**src/rtl/alu_rr_arbiter.sv**
```systemverilog
// alu_rr_arbiter: two-requester round-robin arbiter and sequencer around a
// single shared 16-bit, 8-op ALU. The block latches the winning command, runs
// it through the ALU and returns a registered, tagged result over a
// valid/ready response channel. At most one command is in flight at a time.
//
// Ports:
//   clk, rst               rising-edge clock, synchronous active-high reset
//   r0_* / r1_*            requester command channels (valid/ready, op, a, b)
//   rsp_valid/rsp_ready    response handshake
//   rsp_id                 requester that owns the response
//   rsp_data, rsp_cout     registered ALU result and carry
//   busy                   high whenever a command is in flight
//
// Build option:
//   ALU_ARB_FIXED_PRIO_EN  when defined, requester 0 always wins contention.
//                          When undefined (default), contention alternates.
//
// alu opcode map (cout meaning in brackets):
//   000 i0 + i1 [carry]      001 i0 - i1 [borrow]
//   010 i0 & i1 [0]          011 i0 | i1 [0]
//   100 i0 ^ i1 [0]          101 ~i0     [0]
//   110 i0 << 1 [i0 msb]     111 i0 >> 1 [i0 lsb]

module alu (
  input  logic [2:0]  op,
  input  logic [15:0] i0,
  input  logic [15:0] i1,
  output logic [15:0] outp,
  output logic        cout
);

  logic [16:0] res;

  always_comb begin
    res = '0;
    case (op)
      3'b000:  res = {1'b0, i0} + {1'b0, i1};
      3'b001:  res = {1'b0, i0} - {1'b0, i1};
      3'b010:  res = {1'b0, i0 & i1};
      3'b011:  res = {1'b0, i0 | i1};
      3'b100:  res = {1'b0, i0 ^ i1};
      3'b101:  res = {1'b0, ~i0};
      3'b110:  res = {i0, 1'b0};
      default: res = {i0[0], 1'b0, i0[15:1]};
    endcase
  end

  assign outp = res[15:0];
  assign cout = res[16];

endmodule

module alu_rr_arbiter #(
  parameter int WIDTH = 16
) (
  input  logic             clk,
  input  logic             rst,
  input  logic             r0_valid,
  output logic             r0_ready,
  input  logic [2:0]       r0_op,
  input  logic [WIDTH-1:0] r0_a,
  input  logic [WIDTH-1:0] r0_b,
  input  logic             r1_valid,
  output logic             r1_ready,
  input  logic [2:0]       r1_op,
  input  logic [WIDTH-1:0] r1_a,
  input  logic [WIDTH-1:0] r1_b,
  output logic             rsp_valid,
  input  logic             rsp_ready,
  output logic             rsp_id,
  output logic [WIDTH-1:0] rsp_data,
  output logic             rsp_cout,
  output logic             busy
);

  if (WIDTH != 16) begin : g_width_check
    $error("alu_rr_arbiter: WIDTH must be 16 to match alu");
  end

  typedef enum logic [1:0] {IDLE, EXEC, RESP} state_t;

  state_t           state;
  logic             last_id;
  logic             win_id;
  logic             id_q;
  logic [2:0]       op_q;
  logic [WIDTH-1:0] a_q;
  logic [WIDTH-1:0] b_q;
  logic [15:0]      alu_outp;
  logic             alu_cout;

  // With no requester valid the winner value is irrelevant; only one ready
  // can ever be high, so a handshake can only come from the winner.
  always_comb begin
    win_id = ~last_id;
    if (r0_valid && !r1_valid) begin
      win_id = 1'b0;
    end else if (r1_valid && !r0_valid) begin
      win_id = 1'b1;
    end else if (r0_valid && r1_valid) begin
`ifdef ALU_ARB_FIXED_PRIO_EN
      win_id = 1'b0;
`else
      win_id = ~last_id;
`endif
    end
  end

  assign r0_ready = (state == IDLE) && !win_id;
  assign r1_ready = (state == IDLE) &&  win_id;

  alu u_alu (
    .op   (op_q),
    .i0   (a_q[15:0]),
    .i1   (b_q[15:0]),
    .outp (alu_outp),
    .cout (alu_cout)
  );

  always_ff @(posedge clk) begin
    if (rst) begin
      state     <= IDLE;
      last_id   <= 1'b1;
      id_q      <= 1'b0;
      op_q      <= '0;
      a_q       <= '0;
      b_q       <= '0;
      rsp_valid <= 1'b0;
      rsp_id    <= 1'b0;
      rsp_data  <= '0;
      rsp_cout  <= 1'b0;
      busy      <= 1'b0;
    end else begin
      case (state)
        IDLE: begin
          if (r0_valid && r0_ready) begin
            op_q    <= r0_op;
            a_q     <= r0_a;
            b_q     <= r0_b;
            id_q    <= 1'b0;
            last_id <= 1'b0;
            busy    <= 1'b1;
            state   <= EXEC;
          end else if (r1_valid && r1_ready) begin
            op_q    <= r1_op;
            a_q     <= r1_a;
            b_q     <= r1_b;
            id_q    <= 1'b1;
            last_id <= 1'b1;
            busy    <= 1'b1;
            state   <= EXEC;
          end
        end
        EXEC: begin
          rsp_data  <= alu_outp;
          rsp_cout  <= alu_cout;
          rsp_id    <= id_q;
          rsp_valid <= 1'b1;
          state     <= RESP;
        end
        RESP: begin
          if (rsp_valid && rsp_ready) begin
            rsp_valid <= 1'b0;
            busy      <= 1'b0;
            state     <= IDLE;
          end
        end
        default: begin
          rsp_valid <= 1'b0;
          busy      <= 1'b0;
          state     <= IDLE;
        end
      endcase
    end
  end

endmodule
```
**config.mk**
```make
export PLATFORM = sky130hd
export DESIGN_NAME = alu_rr_arbiter
export DESIGN_NICKNAME = d
export VERILOG_FILES = /design/src/rtl/alu_rr_arbiter.sv
export SDC_FILE = /design/constraint.sdc
export NUM_CORES = 1
export LEC_CHECK = 0
export ABC_AREA = 1
export BUFFER_PORTS_ARGS = -buffer_cell sky130_fd_sc_hd__buf_2
export CAP_MARGIN = 15
export CORE_MARGIN = 4
export CORE_UTILIZATION = 30
export DETAILED_ROUTE_END_ITERATION = 8
export SLEW_MARGIN = 20
export SYNTH_ARGS = -nofsm -noshare
export SYNTH_HDL_FRONTEND = slang
export SYNTH_HIERARCHICAL = 1
export SYNTH_SLANG_ARGS = --single-unit
```
**constraint.sdc**
```tcl
create_clock -name clk -period 2.3 [get_ports clk]
set_input_delay 0.69 -clock clk [delete_from_list [all_inputs] [get_ports clk]]
set_output_delay 0.69 -clock clk [all_outputs]
set_load 0.01 [all_outputs]
```
* Word-level counts from Yosys, hierarchy flattened
Index checks and enable logic that the tools add are counted.
Word-level totals: flip-flop bits (word level) 59, logic and storage cells 66, input port bits 75, output and inout bits 22
Operators by class: equality and inequality tests 10, mux-type cells 19, reductions and logical operators 17, bitwise operators 7, add/subtract/negate cells 2
Operators by type and width (count):
- $pmux W17 S7 | 1
- $mux W16 | 4
- $add A16 B16 Y17 | 1
- $sub A16 B16 Y17 | 1
- $and A16 B16 Y16 | 1
- $not A16 Y16 | 1
- $or A16 B16 Y16 | 1
- $xor A16 B16 Y16 | 1
- $eq A3 B3 Y1 const B | 3
- $logic_and A1 B1 Y1 | 7
- $eq A3 B2 Y1 const B | 2
- $mux W1 | 6
- $mux W2 | 3
- $mux W3 | 2
- $pmux W1 S3 | 2
- $pmux W2 S3 | 1
- $reduce_and A2 Y1 | 3
- $eq A3 B1 Y1 const B | 1
- $logic_not A1 Y1 | 3
- $logic_not A3 Y1 | 1
- $ne A3 B1 Y1 const B | 1
- $not A1 Y1 | 3
- $reduce_and A3 Y1 | 1
- $eq A2 B1 Y1 const B | 1
- other kinds (4) | 4

* Depth between registers and ports, before layout
word-level depth 9, gate-level depth with buffers 21, gate-level depth less buffers 20

* Cells and area by module
Netlist, hierarchy kept.
Modules (own cells, without submodules):
- alu_rr_arbiter | seq. area each 1181.1 um^2, instances 1, area an instance 2840.2 um^2, cells each 424
- alu | seq. area each 0.0 um^2, instances 1, area an instance 2628.8 um^2, cells each 476

* Least setup slack after synthesis
OpenSTA, ideal clock, no wires.
path type register to register, start point reg op_q[2], end point reg rsp_data[5], required time 2.184 ns, setup time 0.116 ns, path slack -0.204 ns, clock period less this slack 2.504 ns, stages on the path, launching flop included 18, buffers on the path 2, arrival time 2.388 ns, cells stage by stage dfxtp_1 buf_4 nor3_4 inv_2 buf_4 nand2_1 xor2_1 inv_1 ha_1 nand2_1 inv_1 nand2_1 nand3_1 or2_2 nand3_1 nand4_1 nor2_1 nor2_1
On the way: longest elaborated chain between the ends 2, elaborated cells between the ends (all ways) 8, those cells by class eq/ne: 6; mux: 1; reduce/logical: 1
Ends and longest elaborated chain:
- from (decl) | line 86 | logic [2:0] op_q;
- from (signal assigned) | line 137 | op_q <= r0_op;
- from (signal assigned) | line 145 | op_q <= r1_op;
- $eq A3 B3 Y1, or another cell as far along | line 36 | case (op)
- $pmux W17 S7 (*) | line 36
- named net alu_outp[5] | line 89 | logic [15:0] alu_outp;
- to (signal assigned) | line 155 | rsp_data <= alu_outp;
- to (decl) | line 71 | output logic [WIDTH-1:0] rsp_data,
Mark *: on every way through the listed nets, which the timed path passes. The rest lies on a longest branch. A chain may end at the register's enable or synchronous reset.

* Worst setup path after layout
start point reg op_q[0], end point reg rsp_data[13]
The elaborated chain is that of the path after synthesis.

==> results summary <==
STA classifies the critical path endpoint as a flop. The total global routing track utilization came out at 18.1%. The share of total power in combinational logic is 57.4%. The worst register-to-register path begins at op_q[0]. Tracing the worst setup path back leads to its startpoint at op_q[0]. The wire length reported by the detailed router is 18400 microns. The chip width came out at 143 microns. The clock period minus final worst setup slack came out at 2620 ps. Entering global routing, the biggest net connects 40 pins. The number of nets in the layout is 1194. The filler cell count in the final layout came out at 1842. The summed instance area of the synthesized netlist came out at 5470 sq um. The post-synthesis async set-or-reset flop share is 0%. The setup slack at placement came out at -478 ps.

The post-synthesis net count is 1025. The worst-path cell with the longest stage delay is sky130_fd_sc_hd__ha_1. The count of buffers added on input and output ports is 96.

The area growth from synthesis to final layout is 38.0%. The peak per-stage delay on the critical path came out at 380 ps. The count of clock tree sinks is 59.

The library cells used most frequently in the layout, excluding fill and tap cells, are sky130_fd_sc_hd__nand2_1 (199), sky130_fd_sc_hd__nor2_1 (137), sky130_fd_sc_hd__inv_1 (128). The number of remaining DRC errors came out at 0. The die is 143 microns tall. The routed length per instance came out at 14.2 microns.

Counting flops with a built-in enable in the synthesized netlist gives 0. The post-placement cell area is 6760 sq um. The die footprint came out at 20500 sq um. The arrival time at the worst endpoint is 2880 ps. The detailed placer's ending HPWL is 14200 microns. The min-delay analysis places its worst path in the category reg2reg. The pre-antenna-repair detailed-routing pass consisted of 7 iterations.

The post-route non-filler standard cell count is 1302. The run finished, with violations left. The design internal power came out at 3.80 mW.

The part of the total power dissipated in sequential elements is 20.1%. The number of primary I/O pins is 97. The path type of the worst setup path is reg2reg. The leakage power figure came out at 4.03 nW.

The signal on the critical path passes through inv_4 -> nor3_4 -> inv_2 -> o21ai_4 -> nand2_4 -> inv_2 -> o21ai_2 -> xor2_1 -> ha_1 -> nand2_2 -> nor2_2 -> buf_4 -> a21oi_4 -> buf_4 -> nand3_2 -> nand3_2 -> a21oi_2 -> nor2_1 -> nor2_1. The final standard cell utilization of the core came out at 42.0%. The total inserted antenna cells is 0.

The initial core utilization is 30.4%. The post-synthesis instance total is 900. Adding up every negative setup slack in the final design gives -3020 ps. The power per cell area is 866 nW/um^2.

Including well taps, the total number of placed cells is 1272. The count of standard-cell rows is 49. The number of hold buffers added after CTS was 0. The most common library cell in the layout ignoring fill and taps is sky130_fd_sc_hd__nand2_1. The final count of pins violating max slew is 0. The total grt overflow came out at 0.

In the finished design, the share of the clock period the worst path needs comes to 114%. The final reports fail on negative setup slack. The maximum VDD drop came out at 0.399 mV. The number of antenna violations at the first check in global routing is 0.

The CTS tree is yes. The clock-pin slew on the worst setup and hold paths came out at 60 ps. The final total power is 6.53 mW. The CTS H-tree depth came out at 3. The worst setup path is launched from a flop.

The met3 usage in global routing is 2.85%. Synthesis inferred 59 register bits. The residual antenna-violating net count after detailed routing is 0. The tightest slew margin relative to the limit came out at 58.1%.

The met1 track demand over resource in global routing is 24.9%. At the end of routability-driven placement, the weighted congestion stood at 0.956. The portion of total power attributed to the clock network is 22.5%. The maximum fanout count along the critical path came out at 6.

The final-report hold violation count was 0. The switching power of the nets came out at 2.73 mW. The core box area is 18000 sq um. Clock tree synthesis selected as its root buffer the cell sky130_fd_sc_hd__clkbuf_16.

The buffering stage count on the worst path with inverters included came out at 5. After detailed routing, the number of vias per cell comes to 4.78. For the worst-skew pair, the clock arrives at the later sink with an insertion delay of 330 ps. met2 is the most crowded layer.

The total non-filler cell area in the finished layout came out at 7550 sq um. For this run, the number of Yosys warnings is 6. Global routing used 28.6% of the available met2 tracks. The final clock skew is 12.8 ps.

The first global-routing pass estimated 29800 microns of wire. After layout, the worst setup slack is -321 ps. The startpoint identified for the worst hold timing path is busy. The share of cells above drive strength 1 came out at 30.1%. The via count of the routed design is 6227.

The count of routing violations after the opening detailed-route iteration came out at 377. The required time of the worst setup path came out at 2560 ps. For this run, the leading register cell type out of synthesis is sky130_fd_sc_hd__dfxtp_1.

The number of global-route vias before repair came to 6001. Setup violations remaining at the end of the flow were counted as 15. The average instance area after synthesis came out at 6.08 sq um. The worst hold slack after final layout is 468 ps. The fraction of power spent switching nets is 41.8%.

The top achievable clock speed came out at 382 MHz. Setup repair after global routing could not meet its margin everywhere. For the pin with the worst max-slew slack, the measured transition is 627 ps. The post-synthesis cell type count is 42.

The maximum root-to-sink buffer count is 2. Max-cap violations in this run came to 0. In this design, the largest share of critical-path delay is due to simple AND/OR/NAND/NOR gates. Clock tree synthesis inserted a total of 9 buffers.

The portion of the post-synthesis area used by sequential elements came out at 21.6%.
==> worst register-to-register path: stages, from the launching register on <==
cell                      delay (ps)
sky130_fd_sc_hd__dfxtp_4         350
sky130_fd_sc_hd__inv_4            40
sky130_fd_sc_hd__nor3_4          220
sky130_fd_sc_hd__inv_2           120
sky130_fd_sc_hd__o21ai_4         110
sky130_fd_sc_hd__nand2_4          90
sky130_fd_sc_hd__inv_2            60
sky130_fd_sc_hd__o21ai_2          50
sky130_fd_sc_hd__xor2_1          140
sky130_fd_sc_hd__ha_1            380
sky130_fd_sc_hd__nand2_2         110
sky130_fd_sc_hd__nor2_2          130
sky130_fd_sc_hd__buf_4           130
sky130_fd_sc_hd__a21oi_4          50
sky130_fd_sc_hd__buf_4           130
sky130_fd_sc_hd__nand3_2          50
sky130_fd_sc_hd__nand3_2          90
sky130_fd_sc_hd__a21oi_2         150
sky130_fd_sc_hd__nor2_1           50
sky130_fd_sc_hd__nor2_1          100
==> cell families (layout without fill, tap and decap cells) <==
kind of cell	count (synthesis)	count (layout)	synth area share, %
compound gates	84	84	9.45
xor+xnor	14	14	2.24
fa+ha+maj	50	50	11.6
buf+inv	181	354	14.6
flops	59	59	21.6
simple gates	512	512	40.5
==> metal layers <==
| metal | routed length, microns | part of all wire, % |
|---|---|---|
| met1 | 8560 | 46 |
| met2 | 8160 | 44 |
| met3 | 1090 | 5.9 |
| met4 | 612 | 3.3 |
| met5 | 0 | 0 |
==> state kept, by name, indices dropped and copies added, names as in the netlist <==
signal and flops:
a_q 16, state 2, b_q 16, rsp_id 1, rsp_cout 1, rsp_valid 1, op_q 3, last_id 1
busy 1, id_q 1, rsp_data 16
==> area by class of cell <==
cell class                 instances  area [sq um]  share of cell area (%)
timing repair buffer             196          1270                    16.8
inverter                         143           544                    7.21
tap                              229           287                    3.80
clock buffer                      11           253                    3.35
clock inverter                     4          73.8                   0.978
sequential                        59          1190                    15.8
multi-input combinational        660          3930                    52.1
==> synthesized netlist by cell type, drive strengths merged, types with 2 or more instances <==
library cell / n / share of area [%]
a21oi: 18 / 1.9
buf: 32 / 4.3
nor3: 6 / 0.96
dfxtp: 59 / 22
inv: 141 / 9.7
a22oi: 2 / 0.27
clkbuf: 6 / 0.48
nand2: 220 / 15
xor2: 14 / 2.2
o211ai: 4 / 0.55
nor2: 152 / 11
or2: 5 / 0.57
o2111a: 2 / 0.41
o21ai: 37 / 3.5
nand3b: 4 / 0.55
o22ai: 11 / 1.3
ha: 49 / 11
o2111ai: 3 / 0.48
nand3: 77 / 7.0
nand4: 47 / 5.5
clkinv: 2 / 0.14
a211oi: 3 / 0.41
==> worst paths after layout <==
check / cells past startpoint / endpoint / slack [ps]
worst max-delay path: 19 / rsp_data[13] / -320
worst min-delay path: 2 / busy / 470
worst max register to register: 19 / rsp_data[13] / -320
worst min register to register: 2 / busy / 470
==> power groups by stage <==
stage | sequential (mW) | clock [mW] | combinational [mW]
final | 1.31 | 1.47 | 3.75
after floorplan | 1.33 | 0 | 1.99
after global routing | 1.33 | 1.54 | 4.14
after detailed placement | 1.32 | 0 | 3.16
after CTS | 1.31 | 1.50 | 3.54
after global placement | 1.32 | 0 | 3.14
==> repair_timing <==
item / 4_1_cts / 5_1_grt
setup buffers: 8 / 7
resized for setup: 64 / 27
endpoints found under the setup margin: 15 / 15
pin swaps: 57 / 36
Note: power is estimated with default switching activity, not from simulation.
